[src/rtl/gb_window_bridge_if.sv]
// Host-side and sub-bus-side signal bundle for gb_window_bridge.
// The slave modport is the bridge's view. The master modport drives the host and sub-bus inputs.
interface gb_window_bridge_if #(
  parameter int unsigned AW = 24,
  parameter int unsigned DW = 32
);
  logic [AW-1:0] gb_addr;
  logic [DW-1:0] gb_wdata;
  logic          gb_wstb;
  logic [DW-1:0] gb_rdata;
  logic [AW-1:0] sub_addr;
  logic [DW-1:0] sub_wdata;
  logic          sub_wstb;
  logic [DW-1:0] sub_rdata;
  logic [15:0]   wr_count;

  modport slave (
    input  gb_addr, gb_wdata, gb_wstb, sub_rdata,
    output gb_rdata, sub_addr, sub_wdata, sub_wstb, wr_count
  );

  modport master (
    output gb_addr, gb_wdata, gb_wstb, sub_rdata,
    input  gb_rdata, sub_addr, sub_wdata, sub_wstb, wr_count
  );
endinterface

[src/rtl/gb_window_bridge.sv]
// Decodes host accesses against a power-of-two window and drives a registered sub-bus.
// Read data returns with a fixed latency of RD_LAT+2 cycles, or zero on a miss or a write.
module gb_window_bridge #(
  parameter int unsigned   AW     = 24,
  parameter int unsigned   DW     = 32,
  parameter int unsigned   SUB_AW = 8,
  parameter logic [AW-1:0] BASE   = 24'h000100,
  parameter int unsigned   RD_LAT = 1
) (
  input  logic gb_clk,
  input  logic gb_rst_n,
  gb_window_bridge_if.slave bus
);

  localparam logic [AW-1:0] BaseLowMask = AW'((64'd1 << SUB_AW) - 64'd1);

  if (SUB_AW < 1 || SUB_AW > AW - 1) begin : g_bad_sub_aw
    $error("gb_window_bridge: SUB_AW out of range 1..AW-1");
  end
  if (RD_LAT < 1 || RD_LAT > 8) begin : g_bad_rd_lat
    $error("gb_window_bridge: RD_LAT out of range 1..8");
  end
  if ((BASE & BaseLowMask) != '0) begin : g_bad_base
    $error("gb_window_bridge: BASE not aligned to window size");
  end

  logic          w_hit;
  logic          w_rd_issue;
  logic [AW-1:0] w_sub_addr_d;

  logic [AW-1:0]   r_sub_addr;
  logic [DW-1:0]   r_sub_wdata;
  logic            r_sub_wstb;
  logic [DW-1:0]   r_gb_rdata;
  logic [15:0]     r_wr_count;
  logic [RD_LAT:0] r_rd_pipe;

  always_comb begin
    w_hit        = (bus.gb_addr[AW-1:SUB_AW] == BASE[AW-1:SUB_AW]);
    w_rd_issue   = w_hit & ~bus.gb_wstb;
    w_sub_addr_d = bus.gb_addr & BaseLowMask;
  end

  // Misses leave the sub-bus address and data frozen so the sub-bus stays quiet.
  always_ff @(posedge gb_clk or negedge gb_rst_n) begin
    if (!gb_rst_n) begin
      r_sub_addr  <= '0;
      r_sub_wdata <= '0;
      r_sub_wstb  <= 1'b0;
    end else begin
      if (w_hit) begin
        r_sub_addr  <= w_sub_addr_d;
        r_sub_wdata <= bus.gb_wdata;
      end
      r_sub_wstb <= bus.gb_wstb & w_hit;
    end
  end

  // Tap RD_LAT lines up with sub_rdata becoming valid RD_LAT cycles after sub_addr.
  always_ff @(posedge gb_clk or negedge gb_rst_n) begin
    if (!gb_rst_n) begin
      r_rd_pipe  <= '0;
      r_gb_rdata <= '0;
    end else begin
      r_rd_pipe  <= {r_rd_pipe[RD_LAT-1:0], w_rd_issue};
      r_gb_rdata <= r_rd_pipe[RD_LAT] ? bus.sub_rdata : '0;
    end
  end

  always_ff @(posedge gb_clk or negedge gb_rst_n) begin
    if (!gb_rst_n) begin
      r_wr_count <= '0;
    end else if (r_sub_wstb && (r_wr_count != 16'hFFFF)) begin
      r_wr_count <= r_wr_count + 16'd1;
    end
  end

  assign bus.gb_rdata  = r_gb_rdata;
  assign bus.sub_addr  = r_sub_addr;
  assign bus.sub_wdata = r_sub_wdata;
  assign bus.sub_wstb  = r_sub_wstb;
  assign bus.wr_count  = r_wr_count;

endmodule

[src/flat_wrapper.sv]
// flat-port wrapper written by rule: the top's interface ports become plain ports
module gb_window_bridge_flat 
#(
  parameter int unsigned   AW     = 24,
  parameter int unsigned   DW     = 32,
  parameter int unsigned   SUB_AW = 8,
  parameter logic [AW-1:0] BASE   = 24'h000100,
  parameter int unsigned   RD_LAT = 1
)
  (gb_clk, gb_rst_n, bus_gb_addr, bus_gb_wdata, bus_gb_wstb, bus_sub_rdata, bus_gb_rdata, bus_sub_addr, bus_sub_wdata, bus_sub_wstb, bus_wr_count);
  gb_window_bridge_if #(.AW(AW), .DW(DW)) bus_i ();
  input  logic gb_clk;
  input  logic gb_rst_n;
  input wire logic [$bits(bus_i.gb_addr)-1:0] bus_gb_addr;
  input wire logic [$bits(bus_i.gb_wdata)-1:0] bus_gb_wdata;
  input wire logic [$bits(bus_i.gb_wstb)-1:0] bus_gb_wstb;
  input wire logic [$bits(bus_i.sub_rdata)-1:0] bus_sub_rdata;
  output wire logic [$bits(bus_i.gb_rdata)-1:0] bus_gb_rdata;
  output wire logic [$bits(bus_i.sub_addr)-1:0] bus_sub_addr;
  output wire logic [$bits(bus_i.sub_wdata)-1:0] bus_sub_wdata;
  output wire logic [$bits(bus_i.sub_wstb)-1:0] bus_sub_wstb;
  output wire logic [$bits(bus_i.wr_count)-1:0] bus_wr_count;
  assign bus_i.gb_addr = bus_gb_addr;
  assign bus_i.gb_wdata = bus_gb_wdata;
  assign bus_i.gb_wstb = bus_gb_wstb;
  assign bus_i.sub_rdata = bus_sub_rdata;
  assign bus_gb_rdata = bus_i.gb_rdata;
  assign bus_sub_addr = bus_i.sub_addr;
  assign bus_sub_wdata = bus_i.sub_wdata;
  assign bus_sub_wstb = bus_i.sub_wstb;
  assign bus_wr_count = bus_i.wr_count;
  gb_window_bridge #(.AW(AW), .DW(DW), .SUB_AW(SUB_AW), .BASE(BASE), .RD_LAT(RD_LAT)) u_core (.gb_clk(gb_clk), .gb_rst_n(gb_rst_n), .bus(bus_i));
endmodule
[config.mk]
export PLATFORM = sky130hd
export DESIGN_NAME = gb_window_bridge_flat
export DESIGN_NICKNAME = d
export VERILOG_FILES = /design/src/rtl/gb_window_bridge_if.sv /design/src/rtl/gb_window_bridge.sv /design/src/flat_wrapper.sv
export SDC_FILE = /design/constraint.sdc
export NUM_CORES = 1
export LEC_CHECK = 0
export BUFFER_PORTS_ARGS = -buffer_cell sky130_fd_sc_hd__buf_4
export CORE_AREA = 2 2 75 149
export DETAILED_ROUTE_END_ITERATION = 12
export DIE_AREA = 0 0 77 151
export PLACE_DENSITY = 0.67
export SYNTH_ARGS = -nofsm -noshare
export SYNTH_HDL_FRONTEND = slang
export SYNTH_SLANG_ARGS = --single-unit
[constraint.sdc]
create_clock -name gb_clk -period 4.3 [get_ports gb_clk]
set_clock_uncertainty 0.1 [all_clocks]
set_input_delay 0.86 -clock gb_clk [delete_from_list [all_inputs] [get_ports gb_clk]]
set_output_delay 0.86 -clock gb_clk [all_outputs]
set_load 0.1 [all_outputs]
==> results of run 1 <==
[placed cells by master (no fill, tap or decap), types with 3 or more instances in the layout]
| cell type | synthesis | layout |
|---|---|---|
| nor2_1 | 8 | 8 |
| buf_4 | 16 | 181 |
| clkbuf_16 | 0 | 9 |
| nand3_1 | 3 | 3 |
| inv_6 | 0 | 3 |
| xnor2_1 | 4 | 4 |
| nand2_1 | 10 | 10 |
| nor3_1 | 6 | 6 |
| nor4_1 | 5 | 5 |
| mux2_2 | 43 | 43 |
| conb_1 | 1 | 16 |
| nand4_1 | 7 | 7 |
| a21oi_1 | 8 | 8 |
| dfrtp_1 | 91 | 91 |
| and2_1 | 32 | 32 |
[report_power, final]
group | switching [mW] | internal, mW | total, mW
clock network | 0.337 | 0.531 | 0.868
registers | 0.000141 | 0.856 | 0.856
logic | 0.0895 | 0.0525 | 0.142
[cell families (layout without fill, tap and decap cells)]
group	Yosys count	count (layout)	synth area share
AOI/OAI and AO/OA	11	11	0.0160
muxes	44	44	0.142
other	1	16	0.00107
buffers and inverters	24	198	0.0438
xor gates and xnor gates	6	6	0.0150
and+or+nand+nor	79	79	0.130
adders and majority gates	1	1	0.00356
DFF	91	91	0.648
[metrics by stage]
stage,cell area [sq um],setup slack [ns]
floorplan,3570,1.76
global placement,4950,1.95
detailed placement,4950,1.96
CTS,5280,2.17
global route,5280,2.12
finish,5280,2.18
[worst max path at each step]
stage | startpoint | end | slack, ns
finish | u_core.bus.sub_wstb | bus_sub_wstb | 2.18
global route | u_core.bus.sub_wstb | bus_sub_wstb | 2.12
CTS | u_core.bus.sub_wstb | bus_sub_wstb | 2.17
detailed placement | bus_gb_addr[18] | u_core.bus.sub_wdata[2] | 1.96
global placement | bus_gb_addr[18] | u_core.bus.sub_addr[3] | 1.95
floorplan | u_core.bus.wr_count[0] | u_core.bus.wr_count[1] | 1.76
[worst reg2reg max path: stages, from the launching register on]
cell     delay, ns
dfrtp_1       0.44
nand3_1       0.24
or4_4         0.63
nand2_4       0.11
mux2_4        0.29
[sequential cells by signal (all words and copies together) (netlist names)]
register and count:
u_core.bus.gb_rdata 32, u_core.bus.sub_wstb 1, u_core.bus.sub_wdata 32, u_core.bus.wr_count 16, u_core.bus.sub_addr 8, u_core.r_rd_pipe 2
[routing by layer]
layer  global-route usage  up-vias  part of all wire
li1                     -     1211                 -
met1                0.147     1257              0.32
met2                0.300      123              0.58
met3               0.0453       14             0.071
met4               0.0786        0             0.028
met5                    0        -                 0
[cell type report]
class / count / area [sq um] / area share
clock buffers: 10 / 239 / 0.0452
well taps: 137 / 171 / 0.0324
flip-flops and latches: 91 / 2280 / 0.431
repair buffers: 181 / 1360 / 0.257
inverters: 1 / 3.75 / 0.000711
multi-input cells: 157 / 1140 / 0.216
clock inverters: 6 / 93.8 / 0.0178
==> impl.org, run 1 <==
** Floorplan
- The die covers 11,600 sq um.
- Die Ht :: 151 microns
- The initialized floorplan defines 53 standard-cell rows.
- In this run the standard cell core region covers 10,500 sq um.
- The initial utilization of the core area, before any placement, comes to 0.335.
- The die is 77 microns wide.
- IO Pins :: 196

** Setup path
- Setup crit end kind :: primary output
- Number of stages on the worst setup path :: 1
- Data on the critical path arrives at its endpoint at 1.16 ns.
- Delay of the slowest cell on the worst path :: 0.48 ns
- Maximum net fanout on the critical path :: 6
- R2r setup slk :: 2.37 ns
- Type of origin of the critical path :: flip-flop
- Worst endpoint required time :: 3.34 ns
- The cell family contributing the most delay on the critical path is flip-flops.
- Critical-path top delay cell :: dfrtp_1
- Walking the worst path, the cells encountered are buf_4.
- Buffer and inverter count on the worst path :: 1
- Capture instance of the worst register-to-register path :: u_core.bus.wr_count[1]
- Path type of the worst setup path :: reg2out
- The worst register-to-register path begins at u_core.bus.wr_count[13].
- The number of cells on the worst reg-to-reg path is 4.

** Pwr
- The design draws 1.87 mW.
- Standby leakage power :: 2.88 nW
- Power Dens Cells :: 353 nW/um^2
- Maximum vdd drop :: 0.258 mV

** Clocking
- Post-CTS repair changed the size of 0 cells.
- After clock tree synthesis, the clock-pin slew on the worst setup and hold paths is 0.06 ns.
- Worst-case clock buffer depth :: 2
- In this run the post-CTS setup repair buffer count came out at 0.
- In this run the number of H-tree levels came out at 3.
- The clock drives 91 sinks.
- In this run, post-CTS hold repair placed 0 buffers.
- TritonCTS clock tree :: done
- Later-pin clock latency in the skew report :: 0.33 ns
- Clk Tree Root Cell :: clkbuf_16
- Num CTS Buffers :: 9

** Route
- Final Routed Wirelength :: 8720 microns
- Before antenna repair, the detailed router went through 4 iterations.
- ANT nets after route :: 0
- Number of remaining DRC errors :: 0
- Dividing the detail-routed wire length by the instance count gives 15.0 microns.
- DRC violation total after the first TritonRoute iteration :: 124
- In the routed layout, each cell is associated on average with a via count of 4.47.
- Across all layers, the routed design uses 2,605 vias.

** Global route
- Antenna violations before repair :: 0
- Maximum number of pins on one net before global-route repair :: 74
- Summed over all layers, the global routing overflow is 0.
- The first global-routing pass estimated 13,900 microns of wire.
- The via count of the first global-routing pass came to 2,795.
- For this run, the total global-route usage over all layers was measured as 0.156.

** Min path
- Min-Delay Endpoint :: u_core.r_rd_pipe[1]
- HP Class :: reg2reg
- Worst Hold Launch :: u_core.r_rd_pipe[0]
- Number of cells on the worst hold path :: 0

** Layout
- Antenna diode count :: 0
- For this run, the share of the core covered by cells in the final layout is 0.504.
- Synthesis-to-layout area growth :: 50.4%
- The finished layout holds 583 standard cells, fillers aside.
- Number of nets in the layout :: 533
- After filler insertion, the fill cell instance count of the layout stands at 961.
- Fraction of layout instances using a drive strength above 1 :: 0.549

** Synthesis
- Sorting the synthesized cells by area gives the leading types as dfrtp_1 (65%), mux2_2 (14%), and2_1 (5.7%).
- Count of synthesis-stage warnings from yosys :: 0
- The cell area that synthesis handed to floorplanning was 3510 sq um.
- The biggest area contributor in the post-synthesis netlist is dfrtp_1.
- Synth Flop Type :: dfrtp_1
- Count of flip-flops with a built-in enable after synthesis :: 0
- Leading post-synthesis cells by instance count :: dfrtp_1 (91), mux2_2 (43), and2_1 (32)
- Synthesis inferred 91 register bits.
- Share of synthesized registers carrying an async set or reset :: 1.00
- In the synthesized netlist, the number of instances is 257.
- Unique masters post-synth :: 28
- Of the post-synthesis cell area, the dominant cell type holds 0.648.
- Most repeated cell in the gate-level netlist after synthesis :: dfrtp_1
- Share of synthesized area occupied by flip-flops and latches :: 0.648
- Each instance of the synthesized netlist takes up on average 13.7 sq um.

** Flow run
- Count of max-cap constraint violations :: 0

** Placed design
- During placement, the flow inserted port buffers numbering 179.
- DP HPWL :: 6700 microns
- Placed insts :: 567
- Final weighted congestion in routability-driven placement :: 0.768

** STA
- For the pin with the worst max-slew slack, the measured transition is 0.911 ns.
- Min Tclk post-route :: 2.12 ns
- Setup repair after global routing missed its margin :: no
- In this run the tightest slew margin relative to its limit is 0.393.
- Max-slew violation count :: 0
- Setup TNS :: 0 ns
- Setup violations remaining at the end of the flow were counted as 0.
- In the finished design, the share of the clock period the worst path needs comes to 0.493.
- Timing would allow up to 0.472 GHz.
- Total count of hold-check failures in the final report :: 0
- Final Hold Slack :: 0.255 ns

** Run status
- The flow ran to the end, and the final reports show no timing, DRC or antenna violations.
Note: power is estimated with default switching activity, not from simulation.
==> inputs of run 2 (changes only) <==
==> constraint.sdc (replaced) <==
create_clock -name gb_clk -period 2.1 [get_ports gb_clk]
set_clock_uncertainty 0.1 [all_clocks]
set_input_delay 0.42 -clock gb_clk [delete_from_list [all_inputs] [get_ports gb_clk]]
set_output_delay 0.42 -clock gb_clk [all_outputs]
set_load 0.1 [all_outputs]
==> run 2 against run 1 <==
  * Via count increased by 1.6%
  * Global-route usage fell by 0.36 points
  * Sequential share of layout area rose by 0.41 points
  * Clock power is 90% higher
  * Design area grew 1.4%
  * Flip-flop and latch count did not move
  * Hold slack worse by 0.24 ns
  * Register-to-register slack got worse by 2.2 ns
  * Critical path depth increased by 4
  * Cell count up 0.34%
  * Combinational power up 110%
  * Critical endpoint is now u_core.bus.wr_count[1]
==> impl.org, run 2 (same netlist as run 1, synthesis figures left out) <==
** Clocking
- The clock-pin slew reported for the worst setup and hold paths after clock tree synthesis is 0.06 ns (about the same).
- Clock sinks :: 91 (unchanged)
- Worst-case clock buffer depth :: 2 (unchanged)
- The number of gates resized after CTS is 0 (unchanged).
- The tree is rooted in a clkbuf_16.
- Number of hold-repair buffers added at the cts stage :: 0 (unchanged)
- TritonCTS clock tree :: done
- Num CTS Buffers :: 9 (unchanged)
- The maximum level of the CTS H-tree was 3 (unchanged).
- The clock latency on the worst-skew pair was 0.34 ns (about the same).
- Number of post-CTS setup repair buffers :: 0 (unchanged)

** Global route
- Global route total overflow :: 0 (unchanged)
- The via count of the first global-routing pass came to 2,765 (-1.1%).
- Global-route wire length before repair :: 13,500 microns (-2.7%)
- Antenna violations before repair :: 0 (unchanged)
- The overall track demand over capacity in global routing is 0.152 (-0.00361).
- The pin count of the biggest net entering global routing is 92 (+24%).

** Setup path
- The maximum fanout count along the critical path was 5 (-1).
- Worst endpoint required time :: 2.22 ns (-1.12 ns)
- Traced cell by cell, the critical path runs through ha_1 > nand4_1 > or4_4 > nand2_4 > mux2_4.
- Path type of the worst setup path :: reg2reg
- Critical-path top delay cell :: or4_4
- Type of origin of the critical path :: flip-flop
- The worst setup path is captured at a flip-flop.
- The worst stage delay on the critical path is 0.48 ns (about the same).
- The data arrival time of the critical path is 2.03 ns (+0.87 ns).

** Pwr
- Standby leakage power :: 2.86 nW (-0.64%)
- The worst voltage drop across the vdd grid is 0.427 mV (+65%).
- Power Dens Cells :: 691 nW/um^2 (+95%)

** Placed design
- Post-DP Area :: 5060 sq um (+2.2%)
- The post-detailed-placement half-perimeter wirelength came to 6370 microns (-5.0%).
- The number of port buffers came to 179 (unchanged).
- The last weighted congestion value of the routability-driven placer came to 0.846 (+10%).

** Layout
- The count of inserted antenna diode cells came to 0 (unchanged).
- The fraction of layout cells with a size suffix above 1 came to 0.585 (+0.0355).
- Most common cell after layout, fill and taps aside :: buf_4
- The total number of nets in the final design came to 537 (+0.75%).
- From synthesis to final layout, the design area changed by 52.5%.
- The final instance area was 5360 sq um (+1.4%).
- In the layout the commonest cells are buf_4 (183), dfrtp_1 (74), mux2_2 (43), and2_1 (32), conb_1 (16).

** Floorplan
- The total I/O pin count was 196 (unchanged).
- Total die area :: 11,600 sq um (unchanged)
- Width of the die :: 77 microns (unchanged)
- The initial cell density of the core is 0.335 (unchanged).
- The number of placement rows was 53 (unchanged).
- The core footprint was 10,500 sq um (unchanged).
- Die Ht :: 151 microns (unchanged)

** STA
- Slew margin rel. :: 0.490 (+0.0978)
- Total count of hold-check failures in the final report :: 0 (unchanged)
- Setup repair after global routing missed its margin :: no
- Final Hold Slack :: 0.0187 ns (-0.237 ns)
- Max-slew violation count :: 0 (unchanged)
- The accumulated negative setup slack is 0 ns (unchanged).
- Static timing analysis puts the maximum clock frequency at 0.523 GHz.
- The worst path needs 1.91 ns of the cycle, external delays included.
- The final-report setup violation count was 0 (unchanged).
- The slew at the pin with the worst max-slew slack is 0.764 ns (-0.147 ns).
- Dividing the final minimum period by the clock period gives 0.911.

** Route
- The via count of the routed design came to 2,647 (+1.6%).
- The violation count after the first detailed-route iteration is 109 (-12%).
- Number of remaining DRC errors :: 0 (unchanged)
- Final Routed Wirelength :: 8630 microns (-1.1%)
- The vias per cell came to 4.52 (+1.3%).
- ANT nets after route :: 0 (unchanged)
- Drt first pass iters :: 4 (unchanged)
- The wire length per cell after detailed routing was 14.7 microns (-1.4%).

** Flow run
- Count of max-cap constraint violations :: 0 (unchanged)

** Min path
- HP Class :: in2async

** Run status
- Run status :: finished clean
[run 2: cell types whose count changed in the layout (fill, tap and decap cells not counted), sizes merged]
cell | previous run | this run
clkinv | 0 | 1
inv | 4 | 1
clkbuf | 10 | 11
clkinvlp | 1 | 0
buf | 181 | 185
[run 2: final timing paths]
check / from / to / slack [ns] / cells after the start
max in group asynchronous: gb_rst_n / u_core.bus.wr_count[9] / 1.47 / 2
min reg2reg: u_core.r_rd_pipe[0] / u_core.r_rd_pipe[1] / 0.25 / 0
max: u_core.bus.wr_count[0] / u_core.bus.wr_count[1] / 0.19 / 5
min: gb_rst_n / u_core.bus.gb_rdata[16] / 0.02 / 2
max reg2reg: u_core.bus.wr_count[0] / u_core.bus.wr_count[1] / 0.19 / 5
min in group gb_clk: bus_gb_wstb / u_core.r_rd_pipe[0] / 0.14 / 2
[run 2: metrics by stage]
step / worst slack (ns) / util / cells / power, mW
6_report: 0.186 / 0.511 / 585 / 3.70
5_1_grt: 0.112 / 0.511 / 585 / 3.85
4_1_cts: 0.189 / 0.511 / 585 / 3.76
3_5_place_dp: 0.205 / 0.483 / 571 / 2.08
3_3_place_gp: 0.246 / 0.483 / 571 / 2.08
2_1_floorplan: 0.00506 / - / 272 / 1.94
[run 2: routing by layer]
metal  global-route usage  wire length (microns)  vias to the layer above  part of all wire
met4                0.105                    319                        0             0.037
met5                    0                      0                        -                 0
met1                0.151                   2870                     1270              0.33
li1                     -                      -                     1220                 -
met2                0.279                   4810                      138              0.56
met3               0.0334                    631                       19             0.073
[run 2: critical path, delay by kind of cell (launching register included)]
family | cells | cell delay [ns]
adder cells (fa/ha/maj) | 1 | 0.24
flip-flops | 1 | 0.43
multiplexers | 1 | 0.29
AND/OR/NAND/NOR | 3 | 0.73
[run 2: area by class of cell]
type	count	area (sq um)
Clock inverter	3	65.1
Timing Repair Buffer	185	1410
Tap cell	137	171
Clock buffer	11	233
Multi-Input combinational cell	157	1140
Sequential cell	91	2330
Fill cell	956	5120
Inverter	1	3.75
[run 2: power by group]
part	leakage [nW]	internal [mW]	switching, mW
Clock	0.145	1.03	0.624
Sequential	1.24	1.75	0.000279
Combinational	1.48	0.110	0.183
==> inputs of run 3 (changes only) <==
--- a/config.mk
+++ b/config.mk
@@ -6,10 +6,12 @@
 export NUM_CORES = 1
 export LEC_CHECK = 0
 export BUFFER_PORTS_ARGS = -buffer_cell sky130_fd_sc_hd__buf_4
-export CORE_AREA = 2 2 75 149
+export CELL_PAD_IN_SITES_DETAIL_PLACEMENT = 0
+export CELL_PAD_IN_SITES_GLOBAL_PLACEMENT = 1
+export CORE_AREA = 2 2 76 151
 export DETAILED_ROUTE_END_ITERATION = 12
-export DIE_AREA = 0 0 77 151
-export PLACE_DENSITY = 0.67
+export DIE_AREA = 0 0 78 153
+export PLACE_DENSITY = 0.82
 export SYNTH_ARGS = -nofsm -noshare
 export SYNTH_HDL_FRONTEND = slang
 export SYNTH_SLANG_ARGS = --single-unit
==> run 3 against run 2 <==
  * Flip-flop and latch count stayed put
  * Hold slack better by 0.13 ns
  * Cell count is 1.7% higher
  * Count of clock-buffer cells in the layout is 2 lower
  * Highest routed layer unchanged
==> impl.org, run 3 (same netlist as run 1, synthesis figures left out) <==
** Floorplan
- Initial Util :: 0.325 (-0.0103)
- The overall die width was 78 microns (+1.3%).
- IO Pins :: 196 (unchanged)
- The die footprint is 11,900 sq um (+2.6%).
- The overall die height is 153 microns (+1.3%).
- Number of core rows :: 54 (+1.9%)
- Core outline area :: 10,800 sq um (+3.2%)

** Clocking
- The total clock buffers created by CTS is 9 (unchanged).
- Clock tree synthesis selected as its root buffer the cell clkbuf_16.
- The maximum clock insertion buffer count was 2 (unchanged).
- TritonCTS clock tree :: done
- The maximum level of the CTS H-tree is 3 (unchanged).
- Clock sinks :: 91 (unchanged)
- The clock latency on the worst-skew pair was 0.33 ns (about the same).
- Clock-pin slew of the registers on the worst-case setup and hold paths :: 0.07 ns (about the same)

** Route
- The DRC violations left came to 0 (unchanged).
- The via count of the routed design was 2,648 (+0.038%).
- The number of detailed-routing iterations run before antenna repair was 4 (unchanged).
- The violation count after the first detailed-route iteration is 55 (-50%).
- Routed wirelength normalized by instance count :: 15.4 microns (+4.2%)
- The number of routed nets with antenna violations was 0 (unchanged).
- Final Routed Wirelength :: 9150 microns (+6.0%)
- Via-to-Cell Ratio :: 4.45 (-1.6%)

** Setup path
- In this run the critical register-to-register path is launched from u_core.bus.wr_count[0].
- STA classifies the critical path endpoint as a flip-flop.
- Worst endpoint required time :: 2.21 ns (about the same)
- The data arrival time of the critical path came to 2.00 ns (-0.03 ns).
- The maximum fanout count along the critical path was 5 (unchanged).
- Critical-path top delay cell :: or4_4
- Traced cell by cell, the critical path runs through ha_1 > nand4_1 > or4_4 > nand2_4 > mux2_4.
- Cell family with most CP delay :: simple AND/OR/NAND/NOR gates
- R2r setup slk :: 0.21 ns (+0.02 ns)
- Capture instance of the worst register-to-register path :: u_core.bus.wr_count[1]
- The depth of the most critical reg-to-reg path was 5 (unchanged).
- The count of buffering cells on the critical path with inverters included is 0 (unchanged).
- Type of origin of the critical path :: flip-flop
- The worst stage delay on the critical path came to 0.48 ns (about the same).
- The setup path with the least slack is of type reg2reg.

** Run status
- Run status :: finished clean

** Layout
- Final core utilization :: 0.504 (-0.00694)
- Fraction of layout instances using a drive strength above 1 :: 0.593 (+0.00859)
- Antenna diode count :: 0 (unchanged)
- The number of standard cells in the layout, taps in and fillers out is 595 (+1.7%).
- The total number of nets in the final design was 542 (+0.93%).
- The area growth from synthesis to layout is 55.2%.
- The final instance area was 5450 sq um (+1.8%).
- Most common cell after layout, fill and taps aside :: buf_4
- In the layout the commonest cells are buf_4 (187), dfrtp_1 (74), mux2_2 (43), and2_1 (32), conb_1 (16).

** Global route
- The overall track demand over capacity in global routing was 0.156 (+0.00331).
- Global route total overflow :: 0 (unchanged)
- Maximum number of pins on one net before global-route repair :: 39 (-58%)
- Antenna violations before repair :: 0 (unchanged)
- Global-route wire length before repair :: 14,200 microns (+5.2%)
- Number of global-route vias before repair :: 2,843 (+2.8%)

** STA
- The final max-slew violation count came to 0 (unchanged).
- Setup WS post-layout :: 0.209 ns (+0.0224 ns)
- Part of the cycle the worst path needs :: 0.901 (-0.0107)
- The max-slew headroom at the worst pin is 0.470 (-0.0204).
- The minimum clock period after layout is 1.89 ns (-0.0224 ns).
- Setup repair after global routing missed its margin :: no
- The final-report setup violation count is 0 (unchanged).
- The upper clock frequency limit came to 0.529 GHz (+1.2%).
- Total count of hold-check failures in the final report :: 0 (unchanged)
- The slew at the pin with the worst max-slew slack was 0.795 ns (+0.0306 ns).
- The accumulated negative setup slack was 0 ns (unchanged).

** Placed design
- The post-detailed-placement half-perimeter wirelength was 7270 microns (+14%).
- The area of placed instances was 5090 sq um (+0.67%).
- The number of port buffers came to 179 (unchanged).
- Placed insts :: 578 (+1.2%)
- Final weighted congestion in routability-driven placement :: 0.833 (-1.6%)
- Worst slack after detailed placement :: 0.0919 ns (-0.113 ns)

** Flow run
- The total of max-cap violations is 0 (unchanged).

** Min path
- Along the worst hold path, the cell count comes to 2.
- The worst hold path begins at bus_gb_wstb.
- For hold timing, the worst endpoint is u_core.r_rd_pipe[0].
- HP Class :: in2reg

** Pwr
- The leakage power of the design came to 2.91 nW (+1.5%).
- Maximum vdd drop :: 0.458 mV (+7.5%)
- The power density over the cells came to 715 nW/um^2 (+3.5%).
-- run 3: cell count changes in the layout (fill, tap and decap cells not counted), sizes merged --
cell	before	now
buf	185	189
clkbuf	11	9
inv	1	3
bufinv	2	3
clkinvlp	0	1
dlygate4sd3	0	1
-- run 3: metrics by stage --
step / total power [mW] / hold slack (ns)
after floorplan: 1.94 / 0.0244
after global routing: 4.05 / 0.145
final: 3.90 / 0.148
after detailed placement: 2.09 / 0.242
after CTS: 3.96 / 0.134
after global placement: 2.09 / 0.234
-- run 3: per-layer routing --
metal,global-route usage,routed length (microns),part of all wire
met5,0,0,0
met4,0.0652,191,0.021
met1,0.160,3160,0.34
met2,0.285,5110,0.56
met3,0.0478,692,0.076
-- run 3: how the worst max path moves through the flow --
stage	startpoint	end	slack (ns)	cells past startpoint
floorplan	u_core.bus.wr_count[1]	u_core.bus.wr_count[1]	0.005	5
global placement	bus_gb_addr[10]	u_core.bus.sub_wdata[0]	0.1	5
global route	u_core.bus.wr_count[0]	u_core.bus.wr_count[1]	0.14	5
finish	u_core.bus.wr_count[0]	u_core.bus.wr_count[1]	0.21	5
CTS	u_core.bus.wr_count[0]	u_core.bus.wr_count[1]	0.21	5
detailed placement	bus_gb_addr[10]	u_core.bus.sub_addr[1]	0.09	5
-- run 3: repair_timing --
item	CTS	global route
gates resized for setup	0	0
hold endpoints to repair	26	0
buffers inserted	0	0
hold buffers	1	0
-- run 3: layout make-up --
type / count / area, sq um
sequential: 91 / 2330
clock inverter: 7 / 124
fill: 970 / 5360
timing repair buffer: 190 / 1450
inverter: 1 / 3.75
tap: 140 / 175
multi-input combinational: 157 / 1140
clock buffer: 9 / 225
-- run 3: power by group --
group	internal, mW	switching [mW]
clock	1.17	0.668
sequential	1.75	0.000279
combinational	0.116	0.187
